--- src/rtl/mbus_int_pkg.sv ---
// Shared types for the multi-channel MBus interrupt front end.
package mbus_int_pkg;
  typedef enum logic [1:0] {
    IDLE,
    ARB,
    WAIT_BUS,
    ASSERT
  } state_t;

  localparam int ARB_FIXED = 0;
  localparam int ARB_RR    = 1;
endpackage

--- src/rtl/mbus_int_arbiter.sv ---
// Grant selection over pending channels: fixed priority (lowest index) or
// round-robin starting from a pointer that moves past each finished channel.
module mbus_int_arbiter
  import mbus_int_pkg::*;
#(
  parameter int N_CH     = 4,
  parameter int ARB_MODE = ARB_FIXED,
  parameter int CH_W     = 2
) (
  input  logic            clk,
  input  logic            rst,
  input  logic [N_CH-1:0] req,
  input  logic            advance,
  input  logic [CH_W-1:0] done_ch,
  output logic [CH_W-1:0] grant,
  output logic            grant_valid
);
  localparam int unsigned N_U = N_CH;

  logic [CH_W-1:0] ptr;

  always_comb begin
    grant       = '0;
    grant_valid = 1'b0;
    for (int unsigned off = 0; off < N_U; off++) begin
      int unsigned idx;
      idx = (ARB_MODE == ARB_RR) ? (32'(ptr) + off) % N_U : off;
      if (!grant_valid && req[idx]) begin
        grant       = CH_W'(idx);
        grant_valid = 1'b1;
      end
    end
  end

  always_ff @(posedge clk or posedge rst) begin
    if (rst) begin
      ptr <= '0;
    end else if (advance) begin
      ptr <= (done_ch == CH_W'(N_CH - 1)) ? '0 : done_ch + CH_W'(1);
    end
  end
endmodule

--- src/rtl/mbus_int_ctrl_multi.sv ---
// Multi-channel interrupt front end: edge capture into pending bits,
// arbitration, bus-busy gating and acknowledge timeout with drop pulse.
module mbus_int_ctrl_multi
  import mbus_int_pkg::*;
#(
  parameter  int N_CH     = 4,
  parameter  int ARB_MODE = ARB_FIXED,
  parameter  int TIMEOUT  = 1023,
  localparam int CH_W     = (N_CH > 1) ? $clog2(N_CH) : 1
) (
  input  logic            CLKIN,
  input  logic            RESET,
  input  logic            BC_RELEASE_ISO,
  input  logic            SC_CLR_BUSY,
  input  logic            MBUS_CLR_BUSY,
  input  logic [N_CH-1:0] REQ_INT,
  input  logic [N_CH-1:0] INT_MASK,
  input  logic            BC_PWR_ON,
  input  logic            LC_PWR_ON,
  input  logic            CLR_EXT_INT,
  output logic            EXTERNAL_INT_TO_WIRE,
  output logic            EXTERNAL_INT_TO_BUS,
  output logic [CH_W-1:0] INT_CH_ID,
  output logic [N_CH-1:0] INT_PENDING,
  output logic            INT_DROPPED
);
  localparam int TW = (TIMEOUT > 0) ? $clog2(TIMEOUT + 1) : 1;
  localparam logic [TW-1:0] TERM = (TIMEOUT > 0) ? TW'(TIMEOUT - 1) : '0;

  state_t          state, next_state;
  logic            busy;
  logic            armed;
  logic [N_CH-1:0] req_q, pending, edges, clr_vec;
  logic [TW-1:0]   cnt;
  logic            ack, drop, bus_d, wire_d;
  logic [CH_W-1:0] grant;
  logic            grant_valid;

  // Edges are ignored on the first cycle after reset so a level already held
  // high through reset is absorbed into req_q instead of raising a request.
  assign edges       = armed ? (REQ_INT & ~req_q & INT_MASK) : '0;
  assign clr_vec     = (ack || drop) ? (N_CH'(1) << INT_CH_ID) : '0;
  assign INT_PENDING = pending;

  mbus_int_arbiter #(
    .N_CH    (N_CH),
    .ARB_MODE(ARB_MODE),
    .CH_W    (CH_W)
  ) u_arb (
    .clk        (CLKIN),
    .rst        (RESET),
    .req        (pending & INT_MASK),
    .advance    (ack || drop),
    .done_ch    (INT_CH_ID),
    .grant      (grant),
    .grant_valid(grant_valid)
  );

  always_ff @(posedge CLKIN or posedge RESET) begin
    if (RESET) begin
      busy    <= 1'b0;
      armed   <= 1'b0;
      req_q   <= '0;
      pending <= '0;
    end else begin
      if (SC_CLR_BUSY || MBUS_CLR_BUSY) busy <= 1'b0;
      else if (BC_RELEASE_ISO)          busy <= 1'b1;
      armed   <= 1'b1;
      req_q   <= REQ_INT;
      pending <= (pending & ~clr_vec) | edges;
    end
  end

  always_ff @(posedge CLKIN or posedge RESET) begin
    if (RESET) begin
      state <= IDLE;
      cnt   <= '0;
    end else begin
      state <= next_state;
      if (state != ASSERT) cnt <= '0;
      else if (cnt != '1)  cnt <= cnt + 1'b1;
    end
  end

  always_comb begin
    next_state = state;
    ack        = 1'b0;
    drop       = 1'b0;
    case (state)
      IDLE:     if (|(pending & INT_MASK)) next_state = ARB;
      ARB:      next_state = grant_valid ? WAIT_BUS : IDLE;
      WAIT_BUS: if (!busy) next_state = ASSERT;
      ASSERT: begin
        if (CLR_EXT_INT) begin
          ack        = 1'b1;
          next_state = IDLE;
        end else if (TIMEOUT != 0 && cnt == TERM) begin
          drop       = 1'b1;
          next_state = IDLE;
        end
      end
      default:  next_state = IDLE;
    endcase
  end

  // Mode is chosen on ASSERT entry and held until exit.
  always_comb begin
    bus_d  = 1'b0;
    wire_d = 1'b0;
    if (next_state == ASSERT) begin
      if (state == ASSERT) begin
        bus_d  = EXTERNAL_INT_TO_BUS;
        wire_d = EXTERNAL_INT_TO_WIRE;
      end else if (BC_PWR_ON && LC_PWR_ON) begin
        bus_d  = 1'b1;
      end else begin
        wire_d = 1'b1;
      end
    end
  end

  always_ff @(posedge CLKIN or posedge RESET) begin
    if (RESET) begin
      EXTERNAL_INT_TO_BUS  <= 1'b0;
      EXTERNAL_INT_TO_WIRE <= 1'b0;
      INT_DROPPED          <= 1'b0;
      INT_CH_ID            <= '0;
    end else begin
      EXTERNAL_INT_TO_BUS  <= bus_d;
      EXTERNAL_INT_TO_WIRE <= wire_d;
      INT_DROPPED          <= drop;
      if (state == ARB) INT_CH_ID <= grant;
    end
  end
endmodule
--- config.mk ---
export PLATFORM = sky130hd
export DESIGN_NAME = mbus_int_ctrl_multi
export DESIGN_NICKNAME = d
export VERILOG_FILES = /design/src/rtl/mbus_int_pkg.sv /design/src/rtl/mbus_int_arbiter.sv /design/src/rtl/mbus_int_ctrl_multi.sv
export SDC_FILE = /design/constraint.sdc
export NUM_CORES = 1
export LEC_CHECK = 0
export CELL_PAD_IN_SITES_DETAIL_PLACEMENT = 0
export CELL_PAD_IN_SITES_GLOBAL_PLACEMENT = 1
export CORE_ASPECT_RATIO = 1.2
export CORE_UTILIZATION = 45
export DETAILED_ROUTE_END_ITERATION = 8
export DONT_BUFFER_PORTS = 1
export PLACE_DENSITY = 0.74
export SETUP_SLACK_MARGIN = 0.2
export SLEW_MARGIN = 15
export SYNTH_ARGS = -nofsm -noshare
export SYNTH_HDL_FRONTEND = slang
export SYNTH_SLANG_ARGS = --single-unit
--- constraint.sdc ---
create_clock -name CLKIN -period 3.7 [get_ports CLKIN]
set_input_delay 0.555 -clock CLKIN [delete_from_list [all_inputs] [get_ports CLKIN]]
set_output_delay 0.555 -clock CLKIN [all_outputs]
set_load 0.01 [all_outputs]
======== Yosys cells after proc, flatten, opt, wreduce, memory -nomap -nowiden ========
Index checks and enable logic that the tools add are counted.
storage, ports and cells
  register bits after elaboration ......... 27
  output and inout bits ................... 9
  input bits .............................. 16
  word-level logic and storage cells ...... 70
operators by class
  equal/unequal tests ..................... 8
  bitwise gates (word level) .............. 7
  mux-type cells .......................... 30
  $add $sub $neg .......................... 1
  shift-type cells ........................ 1
  reductions and logical operators ........ 13
operator list
  operator                                                                count
  10-bit two-way mux                                                      2
  1-bit two-way mux                                                       18
  4-bit bitwise AND                                                       4
  2-bit two-way mux                                                       7
  10-bit by 1-bit adder with 10-bit output (second input constant)        1
  10-bit equality test (second input constant)                            1
  10-bit inequality test (second input constant)                          1
  4-bit two-way mux                                                       2
  4-bit NOT                                                               2
  2-bit case mux with 4 select lines                                      1
  2-bit equality test (second input constant)                             3
  1-bit logical AND                                                       4
  2-bit inequality test (second input constant)                           2
  4-bit OR                                                                1
  2-bit nonzero test                                                      2
  4-bit OR reduction                                                      1
  1-bit by 2-bit left shift with 4-bit output (first input constant)      1
  1-bit zero test                                                         3
  2-bit by 1-bit equality test with 1-bit output (second input constant)  1
  2-bit zero test                                                         1
  1-bit logical OR                                                        2

======== Longest topological paths before layout ========
  word-level depth ........................ 15
  gate-level depth with buffers ........... 6
  mapped depth without buffers ............ 6

======== Cells and area by module ========
From an unflattened synthesis, not the netlist that was laid out.
unflattened totals
  cell total of the unflattened synthesis .. 128
  area, all modules ....................... 1330.0 µm²
modules (own cells, without submodules)
  module               area each (µm²)  instances  seq. area each (µm²)  cells each
  mbus_int_ctrl_multi  1295.0           1          675.6                 121
  mbus_int_arbiter     35.0             1          0.0                   7

======== Worst setup path after synthesis ========
No wires, ideal clock.
  path type ............................... register to register
  start point ............................. reg cnt[1]
  end point ............................... reg cnt[5]
  data arrival time ....................... 1.329 ns
  path buffers ............................ 0
  period minus slack after synthesis ...... 1.408 ns
  cell stages (with the launch flop) ...... 6
  slack ................................... 2.292 ns
  cells stage by stage .................... dfrtp_1 ha_1 nand3_1 nor3_4 or3_1 a21oi_1
between the ends
  word-level cells in the longest chain between the ends .. 3
RTL lines
  what                                      line                       source
  from (decl)                               mbus_int_ctrl_multi.sv:34  logic [TW-1:0] cnt;
  from (signal assigned)                    mbus_int_ctrl_multi.sv:81  else if (cnt != '1) cnt <= cnt + 1'b1;
  10-bit by 1-bit adder with 10-bit output  mbus_int_ctrl_multi.sv:81
  10-bit two-way mux                        mbus_int_ctrl_multi.sv:81
  10-bit two-way mux                        mbus_int_ctrl_multi.sv:80  if (state != ASSERT) cnt <= '0;
Several ways; a longest one is shown, not always the timed one. The select of a mux whose other input is x is not followed.
A chain may end at the register's enable or synchronous reset.

======== Worst setup path in the final report ========
Ends and elaborated chain as after synthesis.

==> summary.txt <==
Vias -> 916
CP endpoint kind -> register
post-layout min period -> 1560 ps
Yosys top cell area share -> 54.4%
final HPWL from detailed placement -> 1.78 mm
# DRC -> 0
post-CTS sizing -> 0
first-pass GRT wire length -> 3.93 mm
GRT overflow -> 0
Clock Tree Buf Depth -> 2
gr busiest metal -> met2
root buffer selected by CTS -> clkbuf_4
Setup Skew -> 2.48 ps
CP cell instances -> ha_1, nand3_1, nor3_4, or3_1, a21oi_1
P&R area growth vs syn -> 5.14%
Synth Warn # -> 0
Relative slew margins -> 32.6%
Synth top cells by count -> dfrtp_1, nand2_1, nor2_1, a21oi_1
largest cells by area after synthesis -> dfrtp_1, nand2_1, a21oi_1
Final Hold Viols -> 0
Mapped Area -> 0.00124 sq mm
CP max FO -> 5
largest net degree at the start of global routing -> 28
antenna-violating nets left -> 0
Post-synth EDFFs -> 0
vias in the first global route -> 922
# setup viols final -> 0
FF-to-FF setup slack -> 2140 ps
post-synthesis sequential area ratio -> 54.4%
Critical path origin -> cnt[1]
Synth Area in XOR/XNOR -> 1.41%
HP Class -> input port to register
dpl cell area -> 0.00128 sq mm
Req. time, crit path -> 3940 ps
RSZ-0062 raised after global routing -> false
met1 Usage GRT -> 20.9%
Setup crit end -> cnt[5]
WL per Instance -> 15.3 um
Syn Inst Count -> 119
Crit path max-delay family -> simple AND/OR/NAND/NOR gates
cell accounting for the most synthesized area -> dfrtp_1
worst reg2reg path depth -> 5
CTS Buf Count -> 3
# IOs -> 25
Synth Register Bits -> 27
Final #Nets -> 141
Unique masters post-synth -> 39
met2 Use GR -> 30.9%
Die Width -> 50.0 um
H-tree level count -> 1
DR vias/cell -> 5.91
Largest stage delay, worst path -> 450 ps
GRT Total Usage -> 18.0%
initial antenna violation count -> 0
Synth Flop Type -> dfrtp_1
TritonRoute pass-1 iters -> 2
die height -> 59.6 um
Slew Limit Fails -> 0
Final Cycle Share -> 42.2%
final WL -> 2.38 mm
ratio of cells with drive above 1 in the final layout -> 7.38%
IO buf count -> 0
Clock Pin Slew Worst Setup and Hold Paths -> 130 ps
Crit Reg-Reg Startpoint -> cnt[1]
arrival time worst endpoint -> 1800 ps
hold buffer count at cts -> 0
Core Box Area -> 0.00258 sq mm
f_max -> 640 MHz
Setup CP Type -> register to register
Crit. path cell count -> 5
fillers -> 242
clk_lat worst skew -> 310 ps
syn nets -> 137
post-synthesis mux area share -> 0.806%
dominant cell by count in the synthesized netlist -> dfrtp_1
clock sinks -> 27
post-synthesis compound-gate area fraction -> 13.8%
Worst Max-Slew Pin Slew -> 1010 ps
crit start category -> register
hold path start -> REQ_INT[0]
PwrDens -> 564 mW/mm^2
num rows -> 20
Buffers & Inverters on Critical Path -> 0
Synth Area in Simple Gates -> 26.1%
post-CTS setup buffer count -> 0
Setup TNS -> 0 ps
R2R Path End -> cnt[5]
# Max-Cap Violations -> 0
peak supply drop -> 0.282 mV
n_diodes -> 0
TritonCTS clock tree -> yes
RePlAce Congestion -> 0.790
Critical-path top delay cell -> dfrtp_1
synthesized area per cell -> 10.4 sq um
status -> finished, final reports clean
Async SR Flop Fraction -> 100%
largest family of logic cells by synthesized area -> simple AND/OR/NAND/NOR gates
Leakage -> 0.000571 uW
post-route cell area -> 0.00131 sq mm
post-synthesis adder-cell area fraction -> 2.01%
number of DRC markers in iteration 0 -> 14
Initial Util -> 48.2%
Die ar. -> 0.00298 sq mm
met3 usage -> 2.82%
## where the power goes
group          internal (uW)  switching (uW)
registers                356            88.9
clock network           42.1            79.0
logic                   73.4            96.9
total                    472             265
## layout make-up
class | instances | area [sq um] | area share, %
Inverter | 3 | 11.3 | 0.862
Clock buffer | 4 | 26.3 | 2.01
Tap cell | 33 | 41.3 | 3.16
Multi-Input combinational cell | 88 | 552 | 42.2
Sequential cell | 27 | 676 | 51.7
## state kept, by name, summed over array words and instances (netlist names), 2 cells and up
register / flops
INT_PENDING: 4
state: 2
cnt: 10
req_q: 4
INT_CH_ID: 2
## logic make-up (layout without fill, tap and decap cells)
logic type,after synthesis,in the layout
adder cells (fa/ha/maj),2,2
AO/OA/AOI/OAI,26,26
AND/OR/NAND/NOR,56,56
multiplexers,1,1
buffers and inverters,4,7
other,1,1
XOR/XNOR,2,2
flip-flops,27,27
## per-layer routing
layer  part of all wire (%)  wire length (um)
met5                      0                 0
met1                     43              1030
met4                    1.6                39
met2                     52              1230
met3                    3.4                80
## through the flow
| step | instances | utilization, % | power, uW | worst slack (ps) | hold WS (ps) |
|---|---|---|---|---|---|
| final | 155 | 50.7 | 737 | 2140 | 252 |
| after global routing | 155 | 50.7 | 783 | 2020 | 227 |
| after CTS | 155 | 50.7 | 748 | 2130 | 233 |
| after detailed placement | 151 | 49.7 | 625 | 2160 | 547 |
| after global placement | 151 | 49.7 | 617 | 2230 | 522 |
| after floorplan | 119 | - | 575 | 2290 | 491 |
## layout by cell type (no fill, tap or decap), types with 3 or more instances in the layout
cell type | netlist | final
dfrtp_1 | 27 | 27
nand2_1 | 14 | 14
nor2_1 | 11 | 11
a21oi_1 | 9 | 9
nand3_1 | 5 | 5
nor3_1 | 5 | 5
nor3b_1 | 4 | 4
and4b_1 | 4 | 4
inv_1 | 3 | 3
o21ai_0 | 3 | 3
clkbuf_4 | 0 | 3
## how the worst min path moves through the flow
stage | depth (start not counted) | to | slack, ps
CTS | 0 | req_q[0] | 230
finish | 0 | req_q[0] | 250
floorplan | 1 | state[0] | 490
global placement | 1 | state[0] | 520
global route | 0 | req_q[0] | 230
detailed placement | 1 | state[0] | 550
Power figures use the tool's default switching activity.
